### src/rtl/bbox_frame_ctrl.sv
// Frame-level controller for the bounding-box detector: tracks pixel position, samples the
// detector extents once per frame, validates/holds the box and publishes it with an update strobe.
module bbox_frame_ctrl #(
   parameter int ROW_CNT     = 1024,
   parameter int COL_CNT     = 768,
   parameter int HOLD_FRAMES = 3
) (
   input  logic        clk,
   input  logic        rst_n,
   input  logic        en,
   input  logic        data_valid,
   input  logic [10:0] det_x_min,
   input  logic [10:0] det_x_max,
   input  logic [10:0] det_y_min,
   input  logic [10:0] det_y_max,
   output logic [10:0] box_x_min,
   output logic [10:0] box_x_max,
   output logic [10:0] box_y_min,
   output logic [10:0] box_y_max,
   output logic        box_valid,
   output logic        box_update,
   output logic [15:0] frame_cnt
);

   // state  | meaning
   // IDLE   | not tracking; waits for en at the first pixel of a frame
   // SCAN   | frame in progress; leaves on the last pixel
   // SAMPLE | detector extents settle; snapshot captured on exit
   // UPDATE | snapshot evaluated; box/miss/frame counters updated
   typedef enum logic [1:0] {IDLE, SCAN, SAMPLE, UPDATE} state_t;

   localparam logic [10:0] X_LAST = 11'(ROW_CNT - 1);
   localparam logic [10:0] Y_LAST = 11'(COL_CNT - 1);
   localparam logic [8:0]  HOLD   = 9'(HOLD_FRAMES);

   state_t      state_q, state_d;
   logic [10:0] cnt_x_q, cnt_x_d, cnt_y_q, cnt_y_d;
   logic [10:0] snap_x_min_q, snap_x_min_d, snap_x_max_q, snap_x_max_d;
   logic [10:0] snap_y_min_q, snap_y_min_d, snap_y_max_q, snap_y_max_d;
   logic [10:0] box_x_min_q, box_x_min_d, box_x_max_q, box_x_max_d;
   logic [10:0] box_y_min_q, box_y_min_d, box_y_max_q, box_y_max_d;
   logic        box_valid_q, box_valid_d;
   logic [7:0]  miss_cnt_q, miss_cnt_d;
   logic [15:0] frame_cnt_q, frame_cnt_d;
   logic        chg_q, chg_d;
   logic        box_update_q, box_update_d;

   logic        last_px, first_px, hit;

   always_comb begin
      state_d      = state_q;
      cnt_x_d      = cnt_x_q;
      cnt_y_d      = cnt_y_q;
      snap_x_min_d = snap_x_min_q;
      snap_x_max_d = snap_x_max_q;
      snap_y_min_d = snap_y_min_q;
      snap_y_max_d = snap_y_max_q;
      box_x_min_d  = box_x_min_q;
      box_x_max_d  = box_x_max_q;
      box_y_min_d  = box_y_min_q;
      box_y_max_d  = box_y_max_q;
      box_valid_d  = box_valid_q;
      miss_cnt_d   = miss_cnt_q;
      frame_cnt_d  = frame_cnt_q;
      chg_d        = 1'b0;
      // the strobe trails the box change by one cycle
      box_update_d = chg_q;

      last_px  = data_valid && (cnt_x_q == X_LAST) && (cnt_y_q == Y_LAST);
      first_px = data_valid && (cnt_x_q == 11'd0) && (cnt_y_q == 11'd0);
      hit      = (snap_x_min_q <= snap_x_max_q) && (snap_y_min_q <= snap_y_max_q);

      if (data_valid) begin
         if (cnt_x_q == X_LAST) begin
            cnt_x_d = 11'd0;
            cnt_y_d = (cnt_y_q == Y_LAST) ? 11'd0 : cnt_y_q + 11'd1;
         end else begin
            cnt_x_d = cnt_x_q + 11'd1;
         end
      end

      case (state_q)
         IDLE: if (en && first_px) state_d = SCAN;
         SCAN: if (last_px) state_d = SAMPLE;
         SAMPLE: begin
            snap_x_min_d = det_x_min;
            snap_x_max_d = det_x_max;
            snap_y_min_d = det_y_min;
            snap_y_max_d = det_y_max;
            state_d      = UPDATE;
         end
         UPDATE: begin
            state_d     = en ? SCAN : IDLE;
            frame_cnt_d = frame_cnt_q + 16'd1;
            if (hit) begin
               box_x_min_d = snap_x_min_q;
               box_x_max_d = snap_x_max_q;
               box_y_min_d = snap_y_min_q;
               box_y_max_d = snap_y_max_q;
               box_valid_d = 1'b1;
               miss_cnt_d  = 8'd0;
            end else begin
               miss_cnt_d = (miss_cnt_q == 8'hFF) ? 8'hFF : miss_cnt_q + 8'd1;
               if ({1'b0, miss_cnt_d} > HOLD) begin
                  box_x_min_d = 11'd0;
                  box_x_max_d = 11'd0;
                  box_y_min_d = 11'd0;
                  box_y_max_d = 11'd0;
                  box_valid_d = 1'b0;
               end
            end
            chg_d = (box_x_min_d != box_x_min_q) || (box_x_max_d != box_x_max_q) ||
                    (box_y_min_d != box_y_min_q) || (box_y_max_d != box_y_max_q) ||
                    (box_valid_d != box_valid_q);
         end
         default: state_d = IDLE;
      endcase
   end

   always_ff @(posedge clk) begin
      if (!rst_n) begin
         state_q      <= IDLE;
         cnt_x_q      <= '0;
         cnt_y_q      <= '0;
         snap_x_min_q <= '0;
         snap_x_max_q <= '0;
         snap_y_min_q <= '0;
         snap_y_max_q <= '0;
         box_x_min_q  <= '0;
         box_x_max_q  <= '0;
         box_y_min_q  <= '0;
         box_y_max_q  <= '0;
         box_valid_q  <= 1'b0;
         miss_cnt_q   <= '0;
         frame_cnt_q  <= '0;
         chg_q        <= 1'b0;
         box_update_q <= 1'b0;
      end else begin
         state_q      <= state_d;
         cnt_x_q      <= cnt_x_d;
         cnt_y_q      <= cnt_y_d;
         snap_x_min_q <= snap_x_min_d;
         snap_x_max_q <= snap_x_max_d;
         snap_y_min_q <= snap_y_min_d;
         snap_y_max_q <= snap_y_max_d;
         box_x_min_q  <= box_x_min_d;
         box_x_max_q  <= box_x_max_d;
         box_y_min_q  <= box_y_min_d;
         box_y_max_q  <= box_y_max_d;
         box_valid_q  <= box_valid_d;
         miss_cnt_q   <= miss_cnt_d;
         frame_cnt_q  <= frame_cnt_d;
         chg_q        <= chg_d;
         box_update_q <= box_update_d;
      end
   end

   assign box_x_min  = box_x_min_q;
   assign box_x_max  = box_x_max_q;
   assign box_y_min  = box_y_min_q;
   assign box_y_max  = box_y_max_q;
   assign box_valid  = box_valid_q;
   assign box_update = box_update_q;
   assign frame_cnt  = frame_cnt_q;

endmodule
### config.mk
export PLATFORM = sky130hd
export DESIGN_NAME = bbox_frame_ctrl
export DESIGN_NICKNAME = d
export VERILOG_FILES = /design/src/rtl/bbox_frame_ctrl.sv
export SDC_FILE = /design/constraint.sdc
export NUM_CORES = 1
export LEC_CHECK = 0
export BUFFER_PORTS_ARGS = -buffer_cell sky130_fd_sc_hd__buf_2
export CAP_MARGIN = 30
export CORE_AREA = 4 4 140 142
export DETAILED_ROUTE_END_ITERATION = 6
export DIE_AREA = 0 0 144 146
export PLACE_DENSITY = 0.58
export SLEW_MARGIN = 20
export SYNTH_ARGS = -nofsm -noshare
export SYNTH_HDL_FRONTEND = slang
export SYNTH_SLANG_ARGS = --single-unit
### constraint.sdc
create_clock -name clk -period 3.35 [get_ports clk]
set_clock_uncertainty 0.2 [all_clocks]
set_input_delay 0.5025 -clock clk [delete_from_list [all_inputs] [get_ports clk]]
set_output_delay 0.5025 -clock clk [all_outputs]
set_load 0.1 [all_outputs]
# Word level (Yosys, flattened, before mapping)
# Cells that the tools add are included.
dict set report op_classes {
  n_addsub 4
  n_mul 0
  n_div 0
  magnitude_cmp 3
  eq_ne 13
  shift 0
  n_mux 23
  bitwise 0
  n_reduce_logical 16
}
# cell count
set op_table {}
lappend op_table {{$mux 11} 14}
lappend op_table {{$ne 11x11->1} 4}
lappend op_table {{$add 11x1->11 const B} 2}
lappend op_table {{$eq 11x10->1 const B} 2}
lappend op_table {{$le 11x11->1} 2}
lappend op_table {{$logic_not 11->1} 2}
lappend op_table {{$add 16x1->16 const B} 1}
lappend op_table {{$mux 8} 2}
lappend op_table {{$add 8x1->8 const B} 1}
lappend op_table {{$eq 8x8->1 const B} 1}
lappend op_table {{$gt 8x2->1 const B} 1}
lappend op_table {{$pmux 2 s4} 1}
lappend op_table {{$logic_and 1x1->1} 6}
lappend op_table {{$reduce_and 2->1} 3}
lappend op_table {{$eq 2x2->1 const B} 2}
lappend op_table {{$logic_or 1x1->1} 4}
lappend op_table {{$mux 1} 4}
lappend op_table {{$mux 2} 2}
lappend op_table {{$ne 2x2->1 const B} 2}
lappend op_table {{$eq 2x1->1 const B} 1}
lappend op_table {{$logic_not 2->1} 1}
lappend op_table {{$ne 1x1->1} 1}
dict set report totals {
  ff_bits 139
  latchBits 0
  ramBits 0
  mem_bits_ro 0
  in_bits 48
  out_inout_bits 62
  n_memories 0
}

# Logic depth before layout (Yosys ltp)
# Gate-level depths: netlist of the first run.
dict set report logic_depth {
  ltp_word 11
  ltp_mapped 10
  mapped_depth_nobuf 8
}

# Worst setup path after synthesis of the first run
# OpenSTA, ideal clock, no wires.
dict set report synth_path {
  path_kind {reg-to-reg}
  from {register frame_cnt_q[5] (netlist: frame_cnt[5])}
  to {register frame_cnt_q[13] (netlist: frame_cnt[13])}
  setup_time_ns 0.076
  t_arrival_ns 2.334
  slack_ns 0.741
  path_stages_with_launch 7
  synth_period_minus_slack_ns 2.609
  path_cell_list {dfxtp_1 -> and3_1 -> and3_1 -> nand2_1 -> or2_2 -> or3_1 -> a21boi_0}
}
dict set report synth_via {
  elab_chain_len 1
}
# element line_no
set synth_lines {}
lappend synth_lines {{start, declared} 44} ;# logic [15:0] frame_cnt_q, frame_cnt_d;
lappend synth_lines {{start signal, assigned} 152} ;# frame_cnt_q <= frame_cnt_d;
lappend synth_lines {{$add 16x1->16} 94} ;# frame_cnt_d = frame_cnt_q + 16'd1;
# Every way passes these cells.
# A chain may end at the register's enable or synchronous reset.

# Worst setup path after layout of the first run
dict set report layout_path {
  from {register miss_cnt_q[0]}
  to {register box_y_max_q[3] (netlist: box_y_max[3])}
}
dict set report layout_via {
  elab_chain_len 6
}
# element line_no
set layout_lines {}
lappend layout_lines {{start, declared} 43} ;# logic [7:0] miss_cnt_q, miss_cnt_d;
lappend layout_lines {{start signal, assigned} 151} ;# miss_cnt_q <= miss_cnt_d;
lappend layout_lines {{$add 8x1->8 or $eq 8x8->1 (tied branches)} 103} ;# miss_cnt_d = (miss_cnt_q == 8'hFF) ? 8'hFF : miss_cnt_q + 8'd1;
lappend layout_lines {{$mux 8 (*)} 103}
lappend layout_lines {{$gt 8x2->1 (*)} 104} ;# if ({1'b0, miss_cnt_d} > HOLD) begin
lappend layout_lines {{$mux 11 (*)} 104}
lappend layout_lines {{$mux 11 (*)} 95} ;# if (hit) begin
lappend layout_lines {{$mux 11 (*)} 82} ;# case (state_q)
lappend layout_lines {{end signal, assigned} 149} ;# box_y_max_q <= box_y_max_d;
lappend layout_lines {{end, declared} 41} ;# logic [10:0] box_y_min_q, box_y_min_d, box_y_max_q, box_y_max_d;
# Mark *: on every way between the ends. The rest lies on a longest branch, timed or not. The select of a mux whose other input is x is not followed.

==> key figures, run 1 <==
Clock tree
  – Total CTS buffers: 17
  – H-tree Lvls: 4
  – Clock latency on the worst-skew pair: 0.42 ns
  – Root buffer cell: clkbuf_16
  – CTS tree: built
  – Reg clk slew, reported paths: 0.06 ns
  – Post-CTS sizing: 0
  – Clk buf depth: 2
  – Postcts setup bufs: 0
  – Cts hold-fix bufs: 0
  – Sink Count: 139

Power and ir drop
  – Total power: 6.136 mW
  – Leak: 3.308 nW
  – Maximum VDD drop: 0.8091 mV
  – PwrDens: 715.3 mW/mm²

Placed design
  – Placer Congestion: 0.9029
  – DP HPWL: 15010 µm
  – Port Buffers: 109
  – Place WS: 0.7204 ns
  – DP Area: 0.007983 mm²

Worst setup path
  – Slack of the worst reg-to-reg path: 0.66 ns
  – Reg-to-reg endpoint: box_y_max[3]
  – Reg-to-reg startpoint: miss_cnt_q[0]
  – Critical setup path kind: register to register
  – CP Launch Type: register
  – FF-to-FF path depth: 7
  – Worst setup EP type: register
  – Worst path required time: 3.50 ns
  – Crit Path Max Fanout: 45
  – Worst Path Arrival: 2.83 ns

Drt
  – Final wirelength: 20640 µm
  – DR WL/cell: 17.98 µm
  – # DRC: 0
  – Initial DRT Pass Iterations: 5
  – Vias per cell: 5.573
  – Via count: 6398
  – Detail Route Antenna Nets: 0
  – Starting DRC count in detailed routing: 409

Floorplanning
  – Core area: 0.01846 mm²
  – Rows: 50
  – Die Area: 0.02102 mm²
  – Initial Utilization: 0.3946
  – Die height: 146 µm
  – Chip width: 144 µm
  – Top-level port count: 110

Global route
  – Total GRT Usage: 0.1975
  – First-pass GRT wire length: 33230 µm
  – Initial antenna violation count: 4
  – Number of global-route vias before repair: 6038
  – Largest net degree at the start of global routing: 51
  – Remaining Overflow, GRT: 0

STA
  – Final hold vios: 0
  – Fin. max-slew vios: 0
  – Period utilization: 0.8020
  – Unrepaired setup endpoints after global routing: false
  – Post-route setup slack: 0.6634 ns
  – Clock period minus worst slack: 2.687 ns
  – # setup viols final: 0
  – Tightest Pin Transition: 0.7895 ns
  – Max-slew headroom: 0.4737
  – Fmax: 372.2 MHz
  – Final TNS setup: 0 ns

Synthesis
  – Register area share after synthesis: 0.3821
  – Post-Synth Simple-Gate Area: 0.2046
  – Post-synthesis mux area share: 0.06459
  – Synth Area in Adders: 0.05669
  – Synthesized flop and latch total: 139
  – Top-count cell post-synth: dfxtp_1
  – Synth Area in Compound Gates: 0.1833
  – Mapped Area: 0.007283 mm²
  – Synth cell types: 60
  – Commonest cells post-synth: dfxtp_1 (139), nand3_1 (60), inv_1 (50), nor2b_1 (50)
  – Synth Instances: 809
  – Synth Area in XOR/XNOR: 0.05051
  – Yosys top cell area share: 0.3821
  – Mapped Avg Cell Area: 9.003 µm²
  – Post-synth EDFFs: 0
  – Area leader, netlist: dfxtp_1
  – Main combinational cell family by area after synthesis: simple AND/OR/NAND/NOR gates
  – Asr flop ratio synth: 0
  – Main synth FF type: dfxtp_1
  – Leading post-synthesis cells by cell area: dfxtp_1 (38%), mux2i_1 (6.5%), ha_1 (5.7%)
  – Post-Syn Nets: 890
  – Synth warn: 0

Min path
  – Hold Crit Class: input port to register
  – Hold_sp: det_x_min[10]
  – Worst Hold Path EP: snap_x_min_q[10]
  – Worst Hold Depth: 3

Finish
  – Layout area overhead: 17.78%
  – Reg area: 0.002783 mm²
  – Final Core Density: 0.4648
  – Share of post-route cells with drive strength above 1: 0.1763
  – Nets: 981
  – Multi-input logic area: 0.004081 mm²
  – Post-route cell area: 0.008578 mm²
  – # fillers: 1811

Run status
  – Status: finished clean

Job
  – Max Cap Viol: 0
==> sequential cells by signal, summed over array words and instances, names as in the netlist <==
signal,cells
box_update,1
box_update_d,1
box_valid,1
box_x_max,11
box_x_min,11
box_y_max,11
box_y_min,11
cnt_x_q,11
cnt_y_q,11
frame_cnt,16
miss_cnt_q,8
snap_x_max_q,11
snap_x_min_q,11
snap_y_max_q,11
snap_y_min_q,11
state_q,2
==> placed cells by master, fill, tap and decap left out, types with 23 or more instances in the layout <==
master / synthesis / final
a21boi_1: 39 / 39
buf_2: 9 / 108
dfxtp_1: 139 / 139
ha_1: 33 / 31
inv_1: 50 / 50
mux2i_1: 47 / 47
nand2_1: 30 / 30
nand3_1: 60 / 60
nor2b_1: 50 / 50
nor4_1: 23 / 23
o211ai_1: 47 / 47
xnor2_1: 24 / 24
==> final cells by class <==
class                   instances  share of cell area
repair buffers                121             0.07439
clock inverters                13             0.01634
diodes                          1           0.0002917
well taps                     234             0.03413
flip-flops and latches        139              0.3244
multi-input cells             571              0.4758
clock buffers                  19             0.05280
inverters                      50             0.02188
==> metal layers <==
metal | global-route usage | wire length, µm | vias up
li1 | - | - | 3125
met2 | 0.3024 | 9486 | 199
met3 | 0.05389 | 1446 | 37
met1 | 0.2696 | 9313 | 3031
met5 | 0 | 28 | -
met4 | 0.06309 | 361 | 6
==> stage by stage <==
step	hold WS [ns]	std cells
4_1_cts	0.1192	1147
6_report	0.1334	1148
3_5_place_dp	0.2323	1115
3_3_place_gp	0.2352	1115
2_1_floorplan	0.2119	809
5_1_grt	0.1248	1148
==> power by group <==
group,internal (mW),leakage [nW],switching [mW]
clock,1.14,0.294,0.743
sequential,1.74,1.12,0.117
combinational,0.714,1.89,1.68
==> worst max-delay path, stage by stage (launching register included) <==
cell	delay, ns
dfxtp_1	0.44
ha_1	0.27
and3_1	0.33
nand3_1	0.11
a2111o_1	0.48
nand2_4	0.42
o211ai_1	0.17
a21boi_0	0.18
==> how the worst max path moves through the flow <==
| stage | start | end | slack [ns] |
|---|---|---|---|
| after floorplan | frame_cnt[5] | frame_cnt[13] | 0.74 |
| after global placement | snap_y_max_q[4] | box_update_d | 0.76 |
| after detailed placement | snap_y_max_q[4] | box_update_d | 0.72 |
| after CTS | miss_cnt_q[0] | box_y_max[1] | 0.68 |
| after global routing | miss_cnt_q[0] | box_x_min[4] | 0.44 |
| final | miss_cnt_q[0] | box_y_max[3] | 0.66 |
==> cells by family (layout without fill, tap and decap cells) <==
kind of cell | after synthesis | count (layout)
flops | 139 | 139
other cells | 0 | 1
mux | 47 | 47
fa+ha+maj | 33 | 33
simple gates | 263 | 263
buf+inv | 99 | 203
xor+xnor | 42 | 42
compound gates | 186 | 186
(Power assumes the default switching activity.)
==> run 2: changes to the inputs <==
--- a/config.mk
+++ b/config.mk
@@ -10,7 +10,7 @@
 export CORE_AREA = 4 4 140 142
 export DETAILED_ROUTE_END_ITERATION = 6
 export DIE_AREA = 0 0 144 146
-export PLACE_DENSITY = 0.58
+export PLACE_DENSITY = 0.6
 export SLEW_MARGIN = 20
 export SYNTH_ARGS = -nofsm -noshare
 export SYNTH_HDL_FRONTEND = slang
==> constraint.sdc (replaced) <==
create_clock -name clk -period 2.2 [get_ports clk]
set_clock_uncertainty 0.2 [all_clocks]
set_input_delay 0.33 -clock clk [delete_from_list [all_inputs] [get_ports clk]]
set_output_delay 0.33 -clock clk [all_outputs]
set_load 0.1 [all_outputs]
==> run 2 against run 1 <==
The run now ends with negative setup slack left. Die area stayed put. Cell area grew 19%. Critical path depth is 4 higher. Register-to-register slack worse by 0.98 ns. Sequential power up 49%. Global-route usage grew 2.5 points. Core utilization is 8.8 points higher. Sequential cell count is the same. Largest cell class unchanged. Highest routed layer is now met4.
==> key figures, run 2 (synthesis gave the netlist of run 1 again) <==
Run status
  – Status: complete, but fails checks (was finished clean)
  – Failing checks: negative setup slack

Drt
  – Via count: 7027 (was 6398)
  – Final wirelength: 23820 µm (was 20640 µm)
  – DR WL/cell: 18.64 µm (was 17.98 µm)
  – Detail Route Antenna Nets: 0 (unchanged)
  – # DRC: 0 (unchanged)
  – Initial DRT Pass Iterations: 5 (unchanged)
  – Vias per cell: 5.498 (was 5.573)
  – Starting DRC count in detailed routing: 570 (was 409)

Clock tree
  – Clk buf depth: 2 (unchanged)
  – Clock latency on the worst-skew pair: 0.42 ns (about the same)
  – Total CTS buffers: 17 (unchanged)
  – CTS tree: built (unchanged)
  – Root buffer cell: clkbuf_16 (unchanged)
  – Sink Count: 139 (unchanged)
  – Reg clk slew, reported paths: 0.06 ns (about the same)
  – H-tree Lvls: 4 (unchanged)

Power and ir drop
  – Clk pwr share: 0.198 (was 0.307)
  – Sw frac: 0.3790 (was 0.4145)
  – Combinational share of power: 0.597 (was 0.391)
  – Switching Power: 5.109 mW (was 2.543 mW)
  – Sequential share of power: 0.205 (was 0.302)
  – Int Pwr: 8.372 mW (was 3.593 mW)
  – PwrDens: 1321 mW/mm² (was 715.3 mW/mm²)
  – Leak: 4.072 nW (was 3.308 nW)
  – Maximum VDD drop: 0.9184 mV (was 0.8091 mV)

Finish
  – Most frequent cells in the layout: dfxtp_1 (110), buf_2 (108), buf_4 (89) (was dfxtp_1 (139), buf_2 (108), nand3_1 (60))
  – Max reg flops: 16 (unchanged)
  – Final Core Density: 0.5529 (was 0.4648)
  – Share of post-route cells with drive strength above 1: 0.3065 (was 0.1763)
  – Inserted Diodes: 0 (was 1)
  – Finished Layout Cells: 1278 (was 1148)
  – Post-route cell area: 0.01020 mm² (was 0.008578 mm²)
  – Nets: 1117 (was 981)
  – Layout area overhead: 40.11% (was 17.78%)
  – Leading cell type in the layout, fill and taps excluded: dfxtp_1 (unchanged)

STA
  – Fmax: 397.8 MHz (was 372.2 MHz)
  – Period utilization: 1.143 (was 0.8020)
  – Unrepaired setup endpoints after global routing: true (was false)
  – Hold WS: 0.01327 ns (was 0.1334 ns)
  – Final hold vios: 0 (unchanged)
  – Fin. max-slew vios: 0 (unchanged)
  – Max-slew headroom: 0.6143 (was 0.4737)
  – # setup viols final: 54 (was 0)
  – Clock period minus worst slack: 2.514 ns (was 2.687 ns)
  – Tightest Pin Transition: 0.5733 ns (was 0.7895 ns)
  – Post-route setup slack: -0.3141 ns (was 0.6634 ns)

Global route
  – Most used routing layer in global routing: met2 (unchanged)
  – Met1 usage: 0.2995 (was 0.2696)
  – Largest net degree at the start of global routing: 49 (was 51)
  – Remaining Overflow, GRT: 0 (unchanged)
  – Number of global-route vias before repair: 6862 (was 6038)
  – Total GRT Usage: 0.2229 (was 0.1975)
  – First-pass GRT wire length: 37260 µm (was 33230 µm)
  – Routing usage on met3: 0.04699 (was 0.05389)
  – Met2 track demand over resource: 0.3485 (was 0.3024)
  – Initial antenna violation count: 0 (was 4)

Min path
  – Worst Hold Depth: 3 (unchanged)
  – Hold Crit Class: input port to register (unchanged)
  – Worst Hold Path EP: snap_x_max_q[9] (was snap_x_min_q[10])
  – Hold_sp: det_x_max[9] (was det_x_min[10])

Floorplanning
  – Initial Utilization: 0.3946 (unchanged)
  – Top-level port count: 110 (unchanged)
  – Die Area: 0.02102 mm² (unchanged)
  – Die height: 146 µm (unchanged)
  – Rows: 50 (unchanged)
  – Core area: 0.01846 mm² (unchanged)
  – Chip width: 144 µm (unchanged)

Worst setup path
  – CP Cell Sequence: inv_2 > ha_4 > nand3_4 > buf_6 > nor4_4 > o22a_1 > o211ai_1 > buf_6 > buf_12 > o211ai_1 > a21boi_1 (was ha_1 > and3_1 > nand3_1 > a2111o_1 > nand2_4 > o211ai_1 > a21boi_0)
  – FF-to-FF path depth: 11 (was 7)
  – Worst Path Arrival: 2.61 ns (was 2.83 ns)
  – Worst setup EP type: register (unchanged)
  – Critical setup path kind: register to register (unchanged)
  – CP max stage delay: 0.33 ns (was 0.48 ns)
  – Crit Path Max Fanout: 15 (was 45)
  – CP Launch Type: register (unchanged)
  – Reg-to-reg endpoint: box_x_max[9] (was box_y_max[3])
  – Worst path required time: 2.30 ns (was 3.50 ns)
  – CP max stage cell: dfxtp_2 (was a2111o_1)
  – Slack of the worst reg-to-reg path: -0.31 ns (was 0.66 ns)
  – Reg-to-reg startpoint: snap_y_max_q[2] (was miss_cnt_q[0])

Placed design
  – Placer Congestion: 0.8982 (was 0.9029)
  – DP HPWL: 16400 µm (was 15010 µm)
  – Place WS: -0.4511 ns (was 0.7204 ns)
  – DP Area: 0.008755 mm² (was 0.007983 mm²)
  – Port Buffers: 109 (unchanged)
  – Placed cell count: 1198 (was 1115)

Job
  – Max Cap Viol: 0 (unchanged)
-- run 2: changes by cell type in the layout (fill, tap and decap cells not counted), moves of 5 or more --
cell	before	now
inv_1	50	44
a21boi_0	11	6
dlygate4sd3_1	0	39
dfxtp_2	0	25
buf_12	0	14
nand3_2	0	7
nand3_1	60	52
ha_1	31	19
dfxtp_1	139	110
buf_4	13	89
inv_2	0	6
ha_4	0	10
-- run 2: final cells by class --
type | instances | area, µm²
clock buffer | 24 | 491.7
clock inverter | 3 | 40.04
fill | 1638 | 8250
inverter | 50 | 187.7
multi-input combinational | 571 | 4364
sequential | 139 | 2829
tap | 234 | 292.8
timing repair buffer | 257 | 1999
-- run 2: routing by layer --
metal  share of wire  vias to the layer above
met3           0.059                       62
met1            0.44                     3318
met4           0.037                        0
li1                -                     3397
met5               0                        -
met2            0.46                      250
-- run 2: how the worst max path moves through the flow --
stage | startpoint | to | slack (ns) | cells after the start
4_1_cts | snap_y_max_q[3] | miss_cnt_q[4] | -0.24 | 10
5_1_grt | snap_y_max_q[3] | box_y_min[6] | -0.37 | 10
6_report | snap_y_max_q[2] | box_x_max[9] | -0.31 | 11
3_3_place_gp | snap_y_max_q[2] | box_update_d | -0.46 | 10
3_5_place_dp | snap_y_max_q[4] | box_y_min[6] | -0.45 | 9
2_1_floorplan | snap_y_max_q[4] | box_x_max[3] | 0.0008 | 9
-- run 2: what timing repair did --
item / 4_1_cts / 5_1_grt
setup endpoints to repair: 54 / 58
pin swaps: 19 / 21
buffers inserted: 8 / 3
hold buffers: 39 / 0
hold endpoints to repair: 39 / 0
resized for setup: 43 / 35
gates cloned: 1 / 3
-- run 2: power by group through the flow --
stage,clock [mW],sequential (mW),combinational (mW)
floorplan,0,2.83,2.76
global placement,0,2.79,4.77
detailed placement,0,2.79,4.77
CTS,2.71,2.75,6.54
global route,2.82,2.77,8.34
finish,2.67,2.76,8.05
-- run 2: per-stage QoR --
step	power, mW	setup TNS, ns
floorplan	5.596	0
global placement	7.563	-20.00
detailed placement	7.559	-22.56
CTS	12.01	-10.76
global route	13.94	-17.07
finish	13.48	-13.32
-- run 2: worst max-delay path: cells and delay by family (launching register included) --
family                     cells  cell delay [ns]
buffers and inverters          4             0.50
and+or+nand+nor                2             0.40
AOI/OAI and AO/OA              4             0.67
DFF                            1             0.33
adders and majority gates      1             0.29
==> run 3: changes to the inputs <==
--- a/config.mk
+++ b/config.mk
@@ -6,11 +6,11 @@
 export NUM_CORES = 1
 export LEC_CHECK = 0
 export BUFFER_PORTS_ARGS = -buffer_cell sky130_fd_sc_hd__buf_2
-export CAP_MARGIN = 30
 export CORE_AREA = 4 4 140 142
 export DETAILED_ROUTE_END_ITERATION = 6
 export DIE_AREA = 0 0 144 146
-export PLACE_DENSITY = 0.6
+export PLACE_DENSITY = 0.71
+export REMOVE_ABC_BUFFERS = 1
 export SLEW_MARGIN = 20
 export SYNTH_ARGS = -nofsm -noshare
 export SYNTH_HDL_FRONTEND = slang
==> run 3 against run 2 <==
Global-route usage about the same. The flow still finishes with violations (negative setup slack). Non-clock buffer count rose by 1. Critical path depth up 1. Die area is the same. Count of clock-buffer cells in the layout shrank 2.
==> key figures, run 3 (synthesis gave the netlist of run 1 again) <==
Placed design
  – Placer Congestion: 0.9109 (was 0.8982)
  – DP HPWL: 15950 µm (was 16400 µm)
  – Place WS: -0.3883 ns (was -0.4511 ns)
  – Port Buffers: 109 (unchanged)

STA
  – Post-route setup slack: -0.3579 ns (was -0.3141 ns)
  – Period utilization: 1.163 (was 1.143)
  – # setup viols final: 54 (unchanged)
  – Final hold vios: 0 (unchanged)
  – Tightest Pin Transition: 0.6202 ns (was 0.5733 ns)
  – Final TNS setup: -15.16 ns (was -13.32 ns)
  – Unrepaired setup endpoints after global routing: true (unchanged)
  – Fin. max-slew vios: 0 (unchanged)
  – Fmax: 390.9 MHz (was 397.8 MHz)
  – Clock period minus worst slack: 2.558 ns (was 2.514 ns)
  – Max-slew headroom: 0.5827 (was 0.6143)

Worst setup path
  – Crit Path Max Fanout: 8 (was 15)
  – CP Launch Type: register (unchanged)
  – Worst Path Arrival: 2.69 ns (was 2.61 ns)
  – Critical setup path kind: register to register (unchanged)
  – Worst setup EP type: register (unchanged)
  – Worst path required time: 2.34 ns (was 2.30 ns)

Clock tree
  – Sink Count: 139 (unchanged)
  – Reg clk slew, reported paths: 0.06 ns (about the same)
  – H-tree Lvls: 4 (unchanged)
  – Root buffer cell: clkbuf_16 (unchanged)
  – CTS tree: built (unchanged)
  – Total CTS buffers: 17 (unchanged)
  – Clk buf depth: 2 (unchanged)
  – Clock latency on the worst-skew pair: 0.42 ns (about the same)

Drt
  – Initial DRT Pass Iterations: 7 (was 5)
  – Final wirelength: 23920 µm (was 23820 µm)
  – Starting DRC count in detailed routing: 462 (was 570)
  – Detail Route Antenna Nets: 0 (unchanged)
  – # DRC: 0 (unchanged)
  – DR WL/cell: 18.63 µm (was 18.64 µm)
  – Via count: 7213 (was 7027)
  – Vias per cell: 5.618 (was 5.498)

Global route
  – Total GRT Usage: 0.2226 (was 0.2229)
  – Number of global-route vias before repair: 7059 (was 6862)
  – First-pass GRT wire length: 37400 µm (was 37260 µm)
  – Remaining Overflow, GRT: 0 (unchanged)
  – Largest net degree at the start of global routing: 48 (was 49)
  – Initial antenna violation count: 1 (was 0)

Power and ir drop
  – Total power: 13.85 mW (was 13.48 mW)
  – PwrDens: 1357 mW/mm² (was 1321 mW/mm²)
  – Leak: 4.101 nW (was 4.072 nW)
  – Maximum VDD drop: 1.244 mV (was 0.9184 mV)

Job
  – Max Cap Viol: 0 (unchanged)

Floorplanning
  – Initial Utilization: 0.3946 (unchanged)
  – Rows: 50 (unchanged)
  – Core area: 0.01846 mm² (unchanged)
  – Chip width: 144 µm (unchanged)
  – Top-level port count: 110 (unchanged)
  – Die height: 146 µm (unchanged)
  – Die Area: 0.02102 mm² (unchanged)

Run status
  – Status: complete, but fails checks (unchanged)
  – Failing checks: negative setup slack (unchanged)

Finish
  – Max reg flops: 16 (unchanged)
  – Inserted Diodes: 0 (unchanged)
  – # fillers: 1602 (was 1638)
  – Nets: 1118 (was 1117)
  – Most frequent cells in the layout: dfxtp_1 (129), buf_2 (109), buf_4 (94) (was dfxtp_1 (110), buf_2 (108), buf_4 (89))
  – Multi-input logic area: 0.004367 mm² (was 0.004364 mm²)
  – Layout area overhead: 40.16% (was 40.11%)
  – Share of post-route cells with drive strength above 1: 0.3038 (was 0.3065)
  – Leading cell type in the layout, fill and taps excluded: dfxtp_1 (unchanged)
  – Reg area: 0.002795 mm² (was 0.002829 mm²)

Min path
  – Hold Crit Class: input port to register (unchanged)
-- run 3: cell count changes in the layout (fill, tap and decap cells not counted), moves of 3 or more --
cell,before,now
dfxtp_1,110,129
dfxtp_2,25,10
nand3_2,7,13
o21ai_0,17,11
buf_12,14,9
buf_4,89,94
nand3_1,52,47
clkinvlp_4,0,4
dfxtp_4,4,0
dlygate4sd3_1,39,36
ha_1,19,22
o21ai_1,3,6
o21ai_2,1,4
-- run 3: final timing paths --
check	slack (ns)	cells past startpoint	startpoint	endpoint
worst min register to register	0.26	1	box_update_d	box_update
worst max-delay path	-0.36	12	snap_y_max_q[4]	box_y_min[6]
worst max register to register	-0.36	12	snap_y_max_q[4]	box_y_min[6]
worst min-delay path	0.01	3	det_x_min[3]	snap_x_min_q[3]
-- run 3: timing repair --
action	4_1_cts	5_1_grt
buffers inserted	9	4
pin swaps	24	35
gates cloned	5	3
endpoints found under the hold margin	36	0
hold buffers	36	0
resized for setup	61	36
setup endpoints to repair	54	59
-- run 3: metal layers --
layer  wire (µm)  GRT usage  vias up
li1            -          -     3401
met1        9791     0.2892     3410
met2       11330     0.3571      325
met3        1826    0.05225       75
met4         950    0.08427        2
met5          12          0        -
-- run 3: critical path, stage by stage (launching register included) --
cell      delay, ns
dfxtp_2        0.35
inv_2          0.06
ha_4           0.26
nand4_1        0.19
buf_4          0.21
nor4_4         0.15
o22a_1         0.21
buf_4          0.12
o211a_4        0.18
buf_6          0.13
buf_12         0.13
nand3_2        0.08
a21boi_1       0.21
-- run 3: power by group --
group	leakage, nW	internal [mW]	switching (mW)
Clock	0.289	1.87	1.10
Combinational	2.69	3.94	4.17
Sequential	1.13	2.65	0.103
-- run 3: metrics by stage --
stage | area (µm²) | hold slack (ns) | cells | util
2_1_floorplan | 7047 | 0.2118 | 760 | -
3_3_place_gp | 8691 | 0.2186 | 1198 | 0.4709
3_5_place_dp | 8691 | 0.2500 | 1198 | 0.4709
4_1_cts | 10030 | 0.001386 | 1280 | 0.5436
5_1_grt | 10210 | 0.008989 | 1284 | 0.5532
6_report | 10210 | 0.009617 | 1284 | 0.5532
-- run 3: cell type report --
| cell class | instances | area share |
|---|---|---|
| Clock buffer | 22 | 0.04645 |
| Tap cell | 234 | 0.02868 |
| Multi-Input combinational cell | 571 | 0.4278 |
| Sequential cell | 139 | 0.2738 |
| Clock inverter | 10 | 0.01360 |
| Inverter | 50 | 0.01838 |
| Timing Repair Buffer | 258 | 0.1913 |
